===== src/rtl/ps2_key_decoder_pkg.sv =====
// Shared types and constants for the PS/2 receiver and key decoder.
// Frame FSM encoding, the PS/2 prefix bytes and the key-table entry width.
package ps2_key_decoder_pkg;

    typedef enum logic [1:0] {
        ST_IDLE,
        ST_DATA,
        ST_PARITY,
        ST_STOP
    } frame_state_t;

    localparam logic [7:0]  PS2_BREAK = 8'hF0;
    localparam logic [7:0]  PS2_EXT   = 8'hE0;
    localparam int unsigned KEY_W     = 9;

endpackage


===== src/rtl/ps2_key_decoder_frame_rx.sv =====
// PS/2 frame receiver: synchronises KBclk/KBin, strobes on KBclk falling edges
// and assembles start/8 data/odd parity/stop frames with an inter-edge timeout.
module ps2_frame_rx
    import ps2_key_decoder_pkg::*;
#(
    parameter int unsigned SYNC_STAGES    = 2,
    parameter int unsigned TIMEOUT_CYCLES = 50000
) (
    input  logic       clk,
    input  logic       rst,
    input  logic       KBclk,
    input  logic       KBin,
    output logic [7:0] rx_data,
    output logic       rx_valid,
    output logic       rx_err
);

    localparam int unsigned TMO_W = $clog2(TIMEOUT_CYCLES + 1);

    logic [SYNC_STAGES-1:0] clk_sync;
    logic [SYNC_STAGES-1:0] dat_sync;
    logic                   clk_prev;
    logic                   strobe;
    logic                   bit_in;

    frame_state_t state, state_n;
    logic [2:0]       bit_cnt, bit_cnt_n;
    logic [7:0]       shift_reg, shift_n;
    logic             par_bit, par_n;
    logic [TMO_W-1:0] tmo_cnt, tmo_n;
    logic [7:0]       data_n;
    logic             valid_n, err_n;

    // Synchronisers idle high so reset never fabricates a falling edge.
    always_ff @(posedge clk) begin
        if (!rst) begin
            clk_sync <= '1;
            dat_sync <= '1;
            clk_prev <= 1'b1;
        end else begin
            clk_sync <= {clk_sync[SYNC_STAGES-2:0], KBclk};
            dat_sync <= {dat_sync[SYNC_STAGES-2:0], KBin};
            clk_prev <= clk_sync[SYNC_STAGES-1];
        end
    end

    assign strobe = clk_prev & ~clk_sync[SYNC_STAGES-1];
    assign bit_in = dat_sync[SYNC_STAGES-1];

    always_ff @(posedge clk) begin
        if (!rst) begin
            state     <= ST_IDLE;
            bit_cnt   <= '0;
            shift_reg <= '0;
            par_bit   <= 1'b0;
            tmo_cnt   <= '0;
            rx_data   <= '0;
            rx_valid  <= 1'b0;
            rx_err    <= 1'b0;
        end else begin
            state     <= state_n;
            bit_cnt   <= bit_cnt_n;
            shift_reg <= shift_n;
            par_bit   <= par_n;
            tmo_cnt   <= tmo_n;
            rx_data   <= data_n;
            rx_valid  <= valid_n;
            rx_err    <= err_n;
        end
    end

    always_comb begin
        state_n   = state;
        bit_cnt_n = bit_cnt;
        shift_n   = shift_reg;
        par_n     = par_bit;
        tmo_n     = tmo_cnt;
        data_n    = rx_data;
        valid_n   = 1'b0;
        err_n     = 1'b0;
        if (strobe) begin
            tmo_n = '0;
            case (state)
                ST_IDLE: begin
                    if (!bit_in) begin
                        state_n   = ST_DATA;
                        bit_cnt_n = '0;
                    end
                end
                ST_DATA: begin
                    shift_n   = {bit_in, shift_reg[7:1]};
                    bit_cnt_n = bit_cnt + 3'd1;
                    if (bit_cnt == 3'd7) state_n = ST_PARITY;
                end
                ST_PARITY: begin
                    par_n   = bit_in;
                    state_n = ST_STOP;
                end
                ST_STOP: begin
                    if (bit_in && (^{shift_reg, par_bit})) begin
                        data_n  = shift_reg;
                        valid_n = 1'b1;
                    end else begin
                        err_n = 1'b1;
                    end
                    state_n = ST_IDLE;
                end
                default: state_n = ST_IDLE;
            endcase
        end else if (state != ST_IDLE) begin
            if (tmo_cnt == TMO_W'(TIMEOUT_CYCLES - 1)) begin
                state_n = ST_IDLE;
                err_n   = 1'b1;
                tmo_n   = '0;
            end else begin
                tmo_n = tmo_cnt + TMO_W'(1);
            end
        end else begin
            tmo_n = '0;
        end
    end

endmodule


===== src/rtl/ps2_key_decoder.sv =====
// PS/2 key decoder: tracks held state of a table of {extended, make} codes,
// handling E0 (extended) and F0 (break) prefixes from the frame receiver.
module ps2_key_decoder
    import ps2_key_decoder_pkg::*;
#(
    parameter int unsigned                    NUM_KEYS       = 4,
    parameter logic [NUM_KEYS*KEY_W-1:0]      KEY_CODES      = {9'h172, 9'h175, 9'h01D, 9'h029},
    parameter int unsigned                    SYNC_STAGES    = 2,
    parameter int unsigned                    TIMEOUT_CYCLES = 50000
) (
    input  logic                clk,
    input  logic                rst,
    input  logic                KBclk,
    input  logic                KBin,
    output logic [7:0]          rx_data,
    output logic                rx_valid,
    output logic                rx_err,
    output logic [NUM_KEYS-1:0] key_down,
    output logic [NUM_KEYS-1:0] key_press,
    output logic [NUM_KEYS-1:0] key_release
);

    logic ext;
    logic brk;

    ps2_frame_rx #(
        .SYNC_STAGES    (SYNC_STAGES),
        .TIMEOUT_CYCLES (TIMEOUT_CYCLES)
    ) u_frame_rx (
        .clk      (clk),
        .rst      (rst),
        .KBclk    (KBclk),
        .KBin     (KBin),
        .rx_data  (rx_data),
        .rx_valid (rx_valid),
        .rx_err   (rx_err)
    );

    // Prefix flags only clear on a terminating byte or a receive error.
    always_ff @(posedge clk) begin
        if (!rst) begin
            ext         <= 1'b0;
            brk         <= 1'b0;
            key_down    <= '0;
            key_press   <= '0;
            key_release <= '0;
        end else begin
            key_press   <= '0;
            key_release <= '0;
            if (rx_err) begin
                ext <= 1'b0;
                brk <= 1'b0;
            end else if (rx_valid) begin
                if (rx_data == PS2_EXT) begin
                    ext <= 1'b1;
                end else if (rx_data == PS2_BREAK) begin
                    brk <= 1'b1;
                end else begin
                    ext <= 1'b0;
                    brk <= 1'b0;
                    for (int unsigned i = 0; i < NUM_KEYS; i++) begin
                        if (KEY_CODES[i*KEY_W +: KEY_W] == {ext, rx_data}) begin
                            if (brk) begin
                                key_down[i]    <= 1'b0;
                                key_release[i] <= key_down[i];
                            end else begin
                                key_down[i]  <= 1'b1;
                                key_press[i] <= ~key_down[i];
                            end
                        end
                    end
                end
            end
        end
    end

endmodule


===== config.mk =====
export PLATFORM = sky130hd
export DESIGN_NAME = ps2_key_decoder
export DESIGN_NICKNAME = d
export VERILOG_FILES = /design/src/rtl/ps2_key_decoder_pkg.sv /design/src/rtl/ps2_key_decoder_frame_rx.sv /design/src/rtl/ps2_key_decoder.sv
export SDC_FILE = /design/constraint.sdc
export NUM_CORES = 1
export LEC_CHECK = 0
export ABC_CLOCK_PERIOD_IN_PS = 1600
export BUFFER_PORTS_ARGS = -buffer_cell sky130_fd_sc_hd__buf_2
export CORE_ASPECT_RATIO = 1.75
export CORE_MARGIN = 5
export CORE_UTILIZATION = 36
export CTS_BUF_LIST = sky130_fd_sc_hd__clkbuf_8
export DETAILED_ROUTE_END_ITERATION = 10
export PLACE_DENSITY = 0.51
export SLEW_MARGIN = 30
export SYNTH_ARGS = -nofsm -noshare
export SYNTH_HDL_FRONTEND = slang
export SYNTH_SLANG_ARGS = --single-unit

===== constraint.sdc =====
create_clock -name clk -period 1.6 [get_ports clk]
set_input_delay 0.08 -clock clk [delete_from_list [all_inputs] [get_ports clk]]
set_output_delay 0.08 -clock clk [all_outputs]
set_load 0.01 [all_outputs]

==> summary.md, run 1 <==
| Metric | Value |
|---|---|
| Hold_ws | `0.197 ns` |
| Sw Share | `21.2%` |
| Startpoint types | `register` |
| Gpl congestion | `0.810` |
| Dpl hpwl | `4320 microns` |
| Slowest cell on the critical path | `xor3_1` |
| Pint | `2170 uW` |
| Global-route met2 utilization | `25.7%` |
| Asr flop ratio synth | `0%` |
| Layer with the highest usage | `met2` |
| Minimum clock period | `1.57 ns` |
| Via density per instance | `5.07` |
| Met3 usage | `4.05%` |
| Seq pwr share | `53.8%` |
| Worst EP arrival | `1.83 ns` |
| RSZ-0062 raised after global routing | `yes` |
| EDFF count, synth | `0` |
| Num ports | `26` |
| CP Cell Sequence | `xor3_1 -> or2_4 -> mux2i_4 -> buf_12 -> mux2i_1` |
| Vias in the first global route | `2179` |
| WHS Path Cells | `3` |
| N_diodes | `0` |
| HP Class | `in -> reg` |
| Combinational fraction of design power | `2.0%` |
| CTS clk-pin slew, worst paths | `0.06 ns` |
| Yosys warnings | `0` |
| R2R cell count | `5` |
| Max-cap check violation count | `0` |
| Starting density of the core | `37.2%` |
| Synth top area share | `46.0%` |
| Worst R2R End | `u_frame_rx.rx_data[6]` |
| Vias | `2197` |
| Iter 0 DRT Violations | `95` |
| Net count reported at finish | `356` |
| Reg2Reg Setup Slack | `0.03 ns` |
| Buffer depth of the longest clock path | `2` |
| Met1 Use GR | `14.0%` |
| Post-Route WL | `5770 microns` |
| Core box area | `6910 sq um` |
| Crit Path Max Fanout | `9` |
| Synth Net Count | `289` |
| Worst setup EP type | `register` |
| Root buffer cell | `clkbuf_8` |
| Leakage | `0.00136 uW` |
| Critical path's largest stage delay | `0.42 ns` |
| Most frequent cell after synthesis | `dfxtp_1` |
| Place WS | `-0.0309 ns` |
| Area leader, netlist | `dfxtp_1` |
| Final worst path period share | `98.3%` |
| Post-synthesis register bit count | `59` |
| Power density of the placed cells | `823 nW/um^2` |
| Peak VDD IR | `431 uV` |
| Origin of the worst setup path | `u_frame_rx.shift_reg[0]` |
| Slew @ Worst Pin | `0.322 ns` |
| Final setup fails | `0` |
| Clock Latency Late Sink | `0.33 ns` |
| Sink Count | `59` |
| I/O Buffers | `25` |
| Fill cells | `701` |
| Row count | `40` |
| Die Wd | `73.8 microns` |
| Synth cell count leaders | `dfxtp_1 (59), nand2_1 (26), nor2_1 (26)` |
| RR Startpoint | `u_frame_rx.shift_reg[0]` |
| CTS tree | `yes` |
| Die height | `122 microns` |
| Final worst slack | `0.0278 ns` |
| Avg Cell Area, Syn | `9.23 sq um` |
| Clock Power Share | `44.2%` |
| Slew headroom | `78.3%` |
| Distinct cell type count after synthesis | `42` |
| Die footprint | `8980 sq um` |
| Worst hold start | `rst` |
| CTS H-tree lvls | `3` |
| Clock Skews | `0.00514 ns` |
| Status | `complete, no violations` |
| Critical path capture point | `u_frame_rx.rx_data[6]` |
| Buf+Inv Stages, Crit Path | `1` |
| Routed Antenna Nets | `0` |
| Initial antenna violation count | `0` |
| Switching pwr | `582 uW` |
| Synth Cell Area | `2570 sq um` |
| Post-Syn Instances | `278` |
| Synth top area cells | `dfxtp_1 (46%), mux2i_1 (6.2%), nand2_1 (3.8%)` |
| Final Hold Fails | `0` |
| Tot GR Track Use | `14.4%` |
| WP depth | `5` |
| Max FFs per register | `16` |
| First-pass GRT wire length | `9800 microns` |
| Post-CTS setup buffer count | `0` |
| Largest net degree at the start of global routing | `25` |
| 1st-pass router iterations | `4` |
| DRC | `0` |
| Critical path required time | `1.86 ns` |
| WL per Instance | `13.3 microns` |
| Top FF cell, synth | `dfxtp_1` |
| Final Max Slew Viols | `0` |
| Layout cell share with drive strength beyond 1 | `28.1%` |
| Grt ovf | `0` |
| Syn-to-layout area delta | `30.1%` |
| Total CTS buffers | `9` |
| CP top delay family | `XOR/XNOR gates` |
| Seq/Total Area, Yosys | `46.0%` |
| Fmax | `636 MHz` |
| Crit Path Class | `reg -> reg` |
[layout make-up]
| class | instances | area, sq um | area share (%) |
|---|---|---|---|
| well taps | 84 | 105 | 3.15 |
| inverters | 11 | 41.3 | 1.24 |
| repair buffers | 62 | 420 | 12.6 |
| multi-input cells | 202 | 1410 | 42.2 |
| clock inverters | 3 | 13.8 | 0.412 |
| flip-flops and latches | 59 | 1180 | 35.5 |
| clock buffers | 12 | 165 | 4.95 |
[worst min path at each step]
| stage | endpoint | slack [ns] |
|---|---|---|
| after floorplan | u_frame_rx.clk_sync[1] | 0.15 |
| after global routing | u_frame_rx.clk_prev | 0.20 |
| after CTS | u_frame_rx.clk_prev | 0.18 |
| after global placement | u_frame_rx.clk_sync[0] | 0.27 |
| final | u_frame_rx.clk_sync[0] | 0.20 |
| after detailed placement | u_frame_rx.clk_sync[0] | 0.27 |
[worst min-delay path, delay by kind of cell]
family / cells / cell delay (ns)
simple gates: 1 / 0.09
buf+inv: 2 / 0.32
[metrics by stage]
step	instance area, sq um	util, %	instances	total power [uW]	TNS, ns
final	3340	48.4	433	2750	0
after global routing	3340	48.4	433	2870	-0.280
after CTS	3260	47.2	433	2790	-0.301
after detailed placement	3060	44.3	416	1560	-0.196
after global placement	3060	44.3	416	1560	-0.0406
after floorplan	2580	-	278	1540	0
[per-layer routing]
| layer | vias to the layer above | wire length [microns] |
|---|---|---|
| met3 | 20 | 267 |
| met2 | 49 | 3060 |
| met1 | 1025 | 2150 |
| met4 | 0 | 284 |
| met5 | - | 0 |
| li1 | 1103 | - |
[cells by family after synthesis]
group / synth area share, %
muxes: 7.12
DFF: 46.0
AOI/OAI and AO/OA: 7.36
xor gates and xnor gates: 6.97
adders and majority gates: 3.41
and+or+nand+nor: 26.6
buffers and inverters: 2.54
[power groups by stage]
stage                     registers (uW)  logic [uW]  clock network, uW
after detailed placement            1510        51.3                  0
after floorplan                     1510        29.0                  0
final                               1480        54.8               1210
after global placement              1510        51.2                  0
after CTS                           1480        54.9               1260
after global routing                1480        61.7               1330
[timing repair]
action                                  in CTS  in global routing
resized for setup                            1                 18
endpoints found under the setup margin      13                 38
hold buffers                                 2                  0
hold endpoints to repair                     2                  0
cloned                                       0                  0
pin swaps                                    0                  2
[layout by cell type, fill, tap and decap left out, drive strengths merged, types with 9 or more instances in the layout]
cell	synthesis	routed
dfxtp	59	59
inv	11	12
xnor2	10	10
nor2	26	26
nand4	9	9
nand2	26	26
buf	1	60
a21oi	15	15
nor3	9	9
nand2b	14	14
nand3	11	11
mux2i	17	17
clkbuf	5	12
No activity file was read; power rests on OpenSTA's default activity.
==> run 2: changes to the inputs <==
--- a/config.mk
+++ b/config.mk
@@ -12,7 +12,7 @@
 export CORE_UTILIZATION = 36
 export CTS_BUF_LIST = sky130_fd_sc_hd__clkbuf_8
 export DETAILED_ROUTE_END_ITERATION = 10
-export PLACE_DENSITY = 0.51
+export SETUP_SLACK_MARGIN = 0.5
 export SLEW_MARGIN = 30
 export SYNTH_ARGS = -nofsm -noshare
 export SYNTH_HDL_FRONTEND = slang
==> run 2 against run 1 <==
The run now ends with setup timing left. Die area unchanged. Worst hold slack about the same. First-iteration DRC count down 8.4%. Global-route usage is 0.25 points higher. Sequential power is essentially flat. Cell count up 1.2%. Critical path depth is the same. Flip-flop and latch count did not move. Setup slack got worse by 0.055 ns. Clock-buffer cell count decreased by 2. Routed wire length rose by 7.2%. Maximum frequency fell by 3.4%.
==> summary.md, run 2 (synthesized netlist as in run 1, its figures left out) <==
| Metric | Value |
|---|---|
| Status | `complete, but fails checks` |
| Failing checks | `setup timing` |
| CTS tree | `yes` |
| Buffer depth of the longest clock path | `2 (unchanged)` |
| Slew headroom | `79.3% (+1.0 points)` |
| Reg2Reg Setup Slack | `-0.03 ns (-0.05 ns)` |
| Clock Skews | `0.00842 ns (+0.00329 ns)` |
| Layer with the highest usage | `met2` |
| Minimum clock period | `1.63 ns (+0.0549 ns)` |
| Via density per instance | `5.13 (+1.2%)` |
| Sw Share | `22.1% (+0.94 points)` |
| Net count reported at finish | `361 (+1.4%)` |
| Final setup fails | `1 (+1)` |
| Final Max Slew Viols | `0 (unchanged)` |
| I/O Buffers | `25 (unchanged)` |
| DRC | `0 (unchanged)` |
| Layout cell share with drive strength beyond 1 | `48.0% (+20 points)` |
| Routed Antenna Nets | `0 (unchanged)` |
| Startpoint types | `register` |
| Global-route met2 utilization | `25.7% (-0.056 points)` |
| Clock Latency Late Sink | `0.34 ns (about the same)` |
| Tot GR Track Use | `14.6% (+0.25 points)` |
| Die height | `122 microns (unchanged)` |
| CTS H-tree lvls | `3 (unchanged)` |
| HP Class | `in -> reg` |
| Slew @ Worst Pin | `0.307 ns (-0.0147 ns)` |
| Grt ovf | `0 (unchanged)` |
| Row count | `40 (unchanged)` |
| Worst R2R End | `u_frame_rx.rx_data[6]` |
| Switching pwr | `589 uW (+1.1%)` |
| Fmax | `615 MHz (-3.4%)` |
| Worst hold start | `rst` |
| Most common cell after layout, fill and taps aside | `dfxtp_1` |
| WL per Instance | `14.1 microns (+6.0%)` |
| Peak VDD IR | `505 uV (+17%)` |
| Die footprint | `8980 sq um (unchanged)` |
| Iter 0 DRT Violations | `87 (-8.4%)` |
| Worst EP arrival | `1.88 ns (+0.05 ns)` |
| Seq pwr share | `55.3% (+1.5 points)` |
| First-pass GRT wire length | `10100 microns (+2.7%)` |
| N_diodes | `0 (unchanged)` |
| Clock Power Share | `42.0% (-2.2 points)` |
| Core box area | `6910 sq um (unchanged)` |
| Setup TNS | `-0.0271 ns (-0.0271 ns)` |
| Crit Path Max Fanout | `9 (unchanged)` |
| Final worst path period share | `102% (+3.4 points)` |
| Gpl congestion | `0.812 (+0.22%)` |
| R2R cell count | `5 (unchanged)` |
| 1st-pass router iterations | `4 (unchanged)` |
| Sink Count | `59 (unchanged)` |
| Total CTS buffers | `9 (unchanged)` |
| Final Hold Fails | `0 (unchanged)` |
| Final worst slack | `-0.0271 ns (-0.0549 ns)` |
| Vias in the first global route | `2226 (+2.2%)` |
| Crit Path Class | `reg -> reg` |
| Max FFs per register | `16 (unchanged)` |
| Most frequent cells in the layout | `dfxtp_1 (38), buf_4 (35), buf_2 (25), nand2_1 (23)` |
| WHS Path Cells | `3 (unchanged)` |
| Met1 Use GR | `14.5% (+0.45 points)` |
| Final Util | `54.3% (+6.0 points)` |
| Critical path required time | `1.86 ns (about the same)` |
| Placed cell areas | `3090 sq um (+1.1%)` |
| Largest net degree at the start of global routing | `25 (unchanged)` |
| Fill cells | `647 (-7.7%)` |
| Starting density of the core | `37.2% (unchanged)` |
| RSZ-0062 raised after global routing | `yes` |
| Met3 usage | `4.13% (+0.083 points)` |
| Pint | `2070 uW (-4.3%)` |
| Leakage | `0.00146 uW (+7.0%)` |
| Syn-to-layout area delta | `46.2%` |
| Max-cap check violation count | `0 (unchanged)` |
| RR Startpoint | `u_frame_rx.shift_reg[3]` |
| Worst setup EP type | `register` |
| CTS clk-pin slew, worst paths | `0.06 ns (about the same)` |
| Dpl hpwl | `4220 microns (-2.3%)` |
| Die Wd | `73.8 microns (unchanged)` |
| Post-Route WL | `6180 microns (+7.2%)` |
| Combinational fraction of design power | `2.7% (+0.7 points)` |
| Hold path endpoint | `u_frame_rx.clk_sync[0]` |
| Initial antenna violation count | `0 (unchanged)` |
| Power density of the placed cells | `709 nW/um^2 (-14%)` |
| Num ports | `26 (unchanged)` |
| Fin area | `3750 sq um (+12%)` |
| Root buffer cell | `clkbuf_8` |
| Vias | `2249 (+2.4%)` |
[run 2: changes by cell type in the layout (fill, tap and decap cells not counted), moves of 5 or more]
cell      previous run  this run
a21oi_1             14         6
a21oi_2              1         8
dfxtp_1             56        38
dfxtp_2              3        17
nand2b_1            14         8
nand2b_4             0         6
nor2_1              25        17
nor2_2               1         8
nor3_1               8         3
nor3_2               1         6
[run 2: timing repair]
action / CTS / global route
setup endpoints to repair: 55 / 55
setup buffers: 18 / 4
pin swaps: 22 / 16
hold endpoints to repair: 2 / 0
gates resized for setup: 41 / 39
hold buffers: 2 / 0
[run 2: how the worst max path moves through the flow]
stage                                       start               endpoint  slack (ns)  depth (start not counted)
after floorplan           u_frame_rx.shift_reg[0]  u_frame_rx.rx_data[0]      0.0002                          4
after global placement    u_frame_rx.shift_reg[4]    u_frame_rx.rx_valid        0.04                          5
after detailed placement  u_frame_rx.shift_reg[0]  u_frame_rx.rx_data[6]       0.003                          5
after CTS                 u_frame_rx.shift_reg[0]  u_frame_rx.rx_data[6]       -0.02                          5
after global routing          u_frame_rx.state[1]  u_frame_rx.rx_data[6]       -0.11                          6
final                     u_frame_rx.shift_reg[3]  u_frame_rx.rx_data[6]       -0.03                          5
[run 2: critical path, stage by stage (launching register included)]
cell     delay (ns)
dfxtp_2        0.32
xnor2_1        0.15
xnor3_2        0.50
mux2i_4        0.21
buf_12         0.16
mux2i_2        0.21
[run 2: routing by layer]
| metal | share of wire [%] | vias to the layer above |
|---|---|---|
| met5 | 0 | - |
| met4 | 3.9 | 0 |
| met1 | 37 | 1068 |
| met2 | 55 | 44 |
| li1 | - | 1117 |
| met3 | 4.2 | 20 |
[run 2: power by group through the flow]
stage	Combinational [uW]	Sequential [uW]	Clock [uW]
finish	73.1	1470	1120
global route	79.8	1470	1230
CTS	67.1	1470	1160
detailed placement	55.2	1510	0
global placement	55.0	1510	0
floorplan	34.1	1510	0
[run 2: final cells by class]
type | instances | area, sq um | share of cell area, %
Timing Repair Buffer | 67 | 473 | 12.6
Clock inverter | 5 | 22.5 | 0.600
Multi-Input combinational cell | 202 | 1750 | 46.6
Clock buffer | 10 | 138 | 3.67
Sequential cell | 59 | 1220 | 32.5
Inverter | 11 | 46.3 | 1.23
Tap cell | 84 | 105 | 2.80
[run 2: through the flow]
step                      hold slack (ns)  cells  setup WS (ns)  total power (uW)
after floorplan                     0.153    278       0.000208              1540
after global placement              0.262    399         0.0373              1570
after detailed placement            0.265    399        0.00276              1570
after CTS                           0.174    434        -0.0151              2700
after global routing                0.195    438         -0.105              2780
final                               0.197    438        -0.0271              2660
==> run 3: changes to the inputs <==
--- a/config.mk
+++ b/config.mk
@@ -6,7 +6,7 @@
 export NUM_CORES = 1
 export LEC_CHECK = 0
 export ABC_CLOCK_PERIOD_IN_PS = 1600
-export BUFFER_PORTS_ARGS = -buffer_cell sky130_fd_sc_hd__buf_2
+export BUFFER_PORTS_ARGS = -buffer_cell sky130_fd_sc_hd__buf_4
 export CORE_ASPECT_RATIO = 1.75
 export CORE_MARGIN = 5
 export CORE_UTILIZATION = 36
==> run 3 against run 2 <==
The flow now finishes without violations. Clock skew decreased by 0.0031 ns. Cell count is 1.1% lower. Sequential share of layout area fell by 0.63 points. Critical path depth did not move. Worst hold slack got worse by 0.0067 ns. Die area is the same. Power up 3.5%. Combinational power increased by 2%. Non-clock buffer count is 5 lower. First-iteration DRC count did not move. Global-route usage fell by 0.43 points. Critical endpoint is now u_frame_rx.rx_data[1]. Largest power group unchanged.
==> summary.md, run 3 (synthesized netlist as in run 1, its figures left out) <==
| Metric | Value |
|---|---|
| CTS H-tree lvls | `3 (unchanged)` |
| Hold_ws | `0.190 ns (-0.00666 ns)` |
| Crit Path Class | `reg -> reg` |
| Power density of the placed cells | `720 nW/um^2 (+1.5%)` |
| Max-cap check violation count | `0 (unchanged)` |
| Flip-flop and latch area | `1220 sq um (unchanged)` |
| Die height | `122 microns (unchanged)` |
| Worst EP arrival | `1.85 ns (-0.03 ns)` |
| N_diodes | `0 (unchanged)` |
| Fmax | `631 MHz (+2.7%)` |
| Footprint of the multi-input gates | `1770 sq um (+1.1%)` |
| Largest net degree at the start of global routing | `25 (unchanged)` |
| Most common cell after layout, fill and taps aside | `buf_4` |
| Slew @ Worst Pin | `0.313 ns (+0.00564 ns)` |
| Most frequent cells in the layout | `buf_4 (53), dfxtp_1 (40), nand2_1 (22), mux2i_1 (16), nor2_1 (15)` |
| Sink Count | `59 (unchanged)` |
| Root buffer cell | `clkbuf_8` |
| Final Max Slew Viols | `0 (unchanged)` |
| CTS tree | `yes` |
| Seq pwr share | `53.4% (-1.9 points)` |
| Critical path required time | `1.86 ns (about the same)` |
| Grt ovf | `0 (unchanged)` |
| Final worst path period share | `99.0% (-2.6 points)` |
| Startpoint types | `register` |
| Max FFs per register | `16 (unchanged)` |
| Via density per instance | `5.03 (-2.1%)` |
| Iter 0 DRT Violations | `87 (unchanged)` |
| Die footprint | `8980 sq um (unchanged)` |
| CP Cell Sequence | `xor3_1 -> or2_4 -> mux2i_4 -> buf_12 -> mux2i_1` |
| Total CTS buffers | `9 (unchanged)` |
| CTS clk-pin slew, worst paths | `0.06 ns (about the same)` |
| Tot GR Track Use | `14.2% (-0.43 points)` |
| Num ports | `26 (unchanged)` |
| Sw Share | `21.3% (-0.82 points)` |
| Minimum clock period | `1.58 ns (-0.0424 ns)` |
| Crit Path Max Fanout | `9 (unchanged)` |
| 1st-pass router iterations | `4 (unchanged)` |
| Slowest cell on the critical path | `xor3_1` |
| Fill cells | `622 (-3.9%)` |
| Final Hold Fails | `0 (unchanged)` |
| Net count reported at finish | `356 (-1.4%)` |
| Clock Skews | `0.00536 ns (-0.00306 ns)` |
| Worst setup EP type | `register` |
| I/O Buffers | `25 (unchanged)` |
| Routed Antenna Nets | `0 (unchanged)` |
| Final Util | `55.4% (+1.1 points)` |
| First-pass GRT wire length | `9680 microns (-3.8%)` |
| Critical path's largest stage delay | `0.42 ns (-0.08 ns)` |
| Switching pwr | `587 uW (-0.34%)` |
| Pint | `2170 uW (+4.6%)` |
| Final setup fails | `0 (-1)` |
| Syn-to-layout area delta | `49.0%` |
| Initial antenna violation count | `0 (unchanged)` |
| Combinational fraction of design power | `2.7% (about the same)` |
| Clock Latency Late Sink | `0.34 ns (about the same)` |
| DRC | `0 (unchanged)` |
| Vias in the first global route | `2168 (-2.6%)` |
| Row count | `40 (unchanged)` |
| Met1 Use GR | `14.4% (-0.051 points)` |
| WL per Instance | `13.6 microns (-3.4%)` |
| Dpl hpwl | `4250 microns (+0.72%)` |
| Leakage | `0.00144 uW (-0.99%)` |
| Slew headroom | `79.0% (-0.39 points)` |
| Core box area | `6910 sq um (unchanged)` |
| Vias | `2177 (-3.2%)` |
| Layout cell share with drive strength beyond 1 | `46.1% (-1.9 points)` |
| Die Wd | `73.8 microns (unchanged)` |
| Status | `complete, no violations` |
| Starting density of the core | `37.2% (unchanged)` |
| Layer with the highest usage | `met2` |
| Clock Power Share | `43.9% (+1.9 points)` |
| Post-Route WL | `5910 microns (-4.5%)` |
| Peak VDD IR | `465 uV (-8.0%)` |
| RSZ-0062 raised after global routing | `yes` |
| Gpl congestion | `0.820 (+1.0%)` |
| Global-route met2 utilization | `24.7% (-1.0 points)` |
| Met3 usage | `2.81% (-1.3 points)` |
| HP Class | `in -> reg` |
| Buffer depth of the longest clock path | `2 (unchanged)` |
run 3: changes by cell type in the layout (fill, tap and decap cells not counted), moves of 3 or more:
| cell | before | now |
|---|---|---|
| and3_1 | 3 | 0 |
| buf_4 | 35 | 53 |
| buf_2 | 25 | 0 |
| nor2_4 | 1 | 6 |
| nor3_1 | 3 | 7 |
| nor3_2 | 6 | 2 |
| dfxtp_2 | 17 | 14 |
| nor2_2 | 8 | 5 |
| and3_4 | 3 | 6 |
run 3: area by class of cell:
type / count / share of cell area, %
Multi-Input combinational cell: 202 / 46.3
Sequential cell: 59 / 31.8
Timing Repair Buffer: 62 / 13.2
Tap cell: 84 / 2.75
Clock buffer: 12 / 4.32
Clock inverter: 3 / 0.360
Inverter: 11 / 1.28
run 3: worst paths after layout:
check                          startpoint                endpoint  slack, ns  depth (start not counted)
setup / recovery  u_frame_rx.shift_reg[0]   u_frame_rx.rx_data[1]       0.02                          5
hold reg to reg    u_frame_rx.clk_sync[0]  u_frame_rx.clk_sync[1]       0.41                          1
setup reg to reg  u_frame_rx.shift_reg[0]   u_frame_rx.rx_data[1]       0.02                          5
hold / removal                        rst  u_frame_rx.clk_sync[0]       0.19                          3
run 3: metal layers:
| metal | up-vias | share of wire [%] |
|---|---|---|
| li1 | 1112 | - |
| met1 | 1012 | 37 |
| met2 | 38 | 55 |
| met3 | 15 | 4.2 |
| met4 | 0 | 3.9 |
| met5 | - | 0 |
run 3: power groups by stage:
stage                     registers, uW  clock network, uW  logic (uW)
after floorplan                    1510                  0        34.1
after global placement             1510                  0        57.7
after detailed placement           1510                  0        57.7
after CTS                          1470               1250        71.4
after global routing               1470               1320        81.6
final                              1470               1210        74.6
run 3: critical path, delay by kind of cell, from the launching register on:
kind,cells,cell delay (ns)
AND/OR/NAND/NOR,1,0.25
XOR/XNOR,1,0.42
buffers and inverters,1,0.15
multiplexers,2,0.34
flip-flops,1,0.33
run 3: per-stage QoR:
stage / TNS, ns / power, uW / instance area, sq um / setup WS [ns] / cells
after floorplan: 0 / 1540 / 2740 / 0.000208 / 278
after global placement: 0 / 1570 / 3210 / 0.0346 / 406
after detailed placement: 0 / 1570 / 3210 / 0.0117 / 406
after CTS: -0.00563 / 2800 / 3580 / -0.00563 / 429
after global routing: -0.618 / 2870 / 3820 / -0.0747 / 433
final: 0 / 2750 / 3820 / 0.0153 / 433
run 3: what timing repair did:
action	4_1_cts	5_1_grt
pin swaps	14	19
setup buffers	6	4
hold endpoints to repair	2	0
cloned	0	0
hold buffers	2	0
gates resized for setup	31	53
setup endpoints to repair	53	53
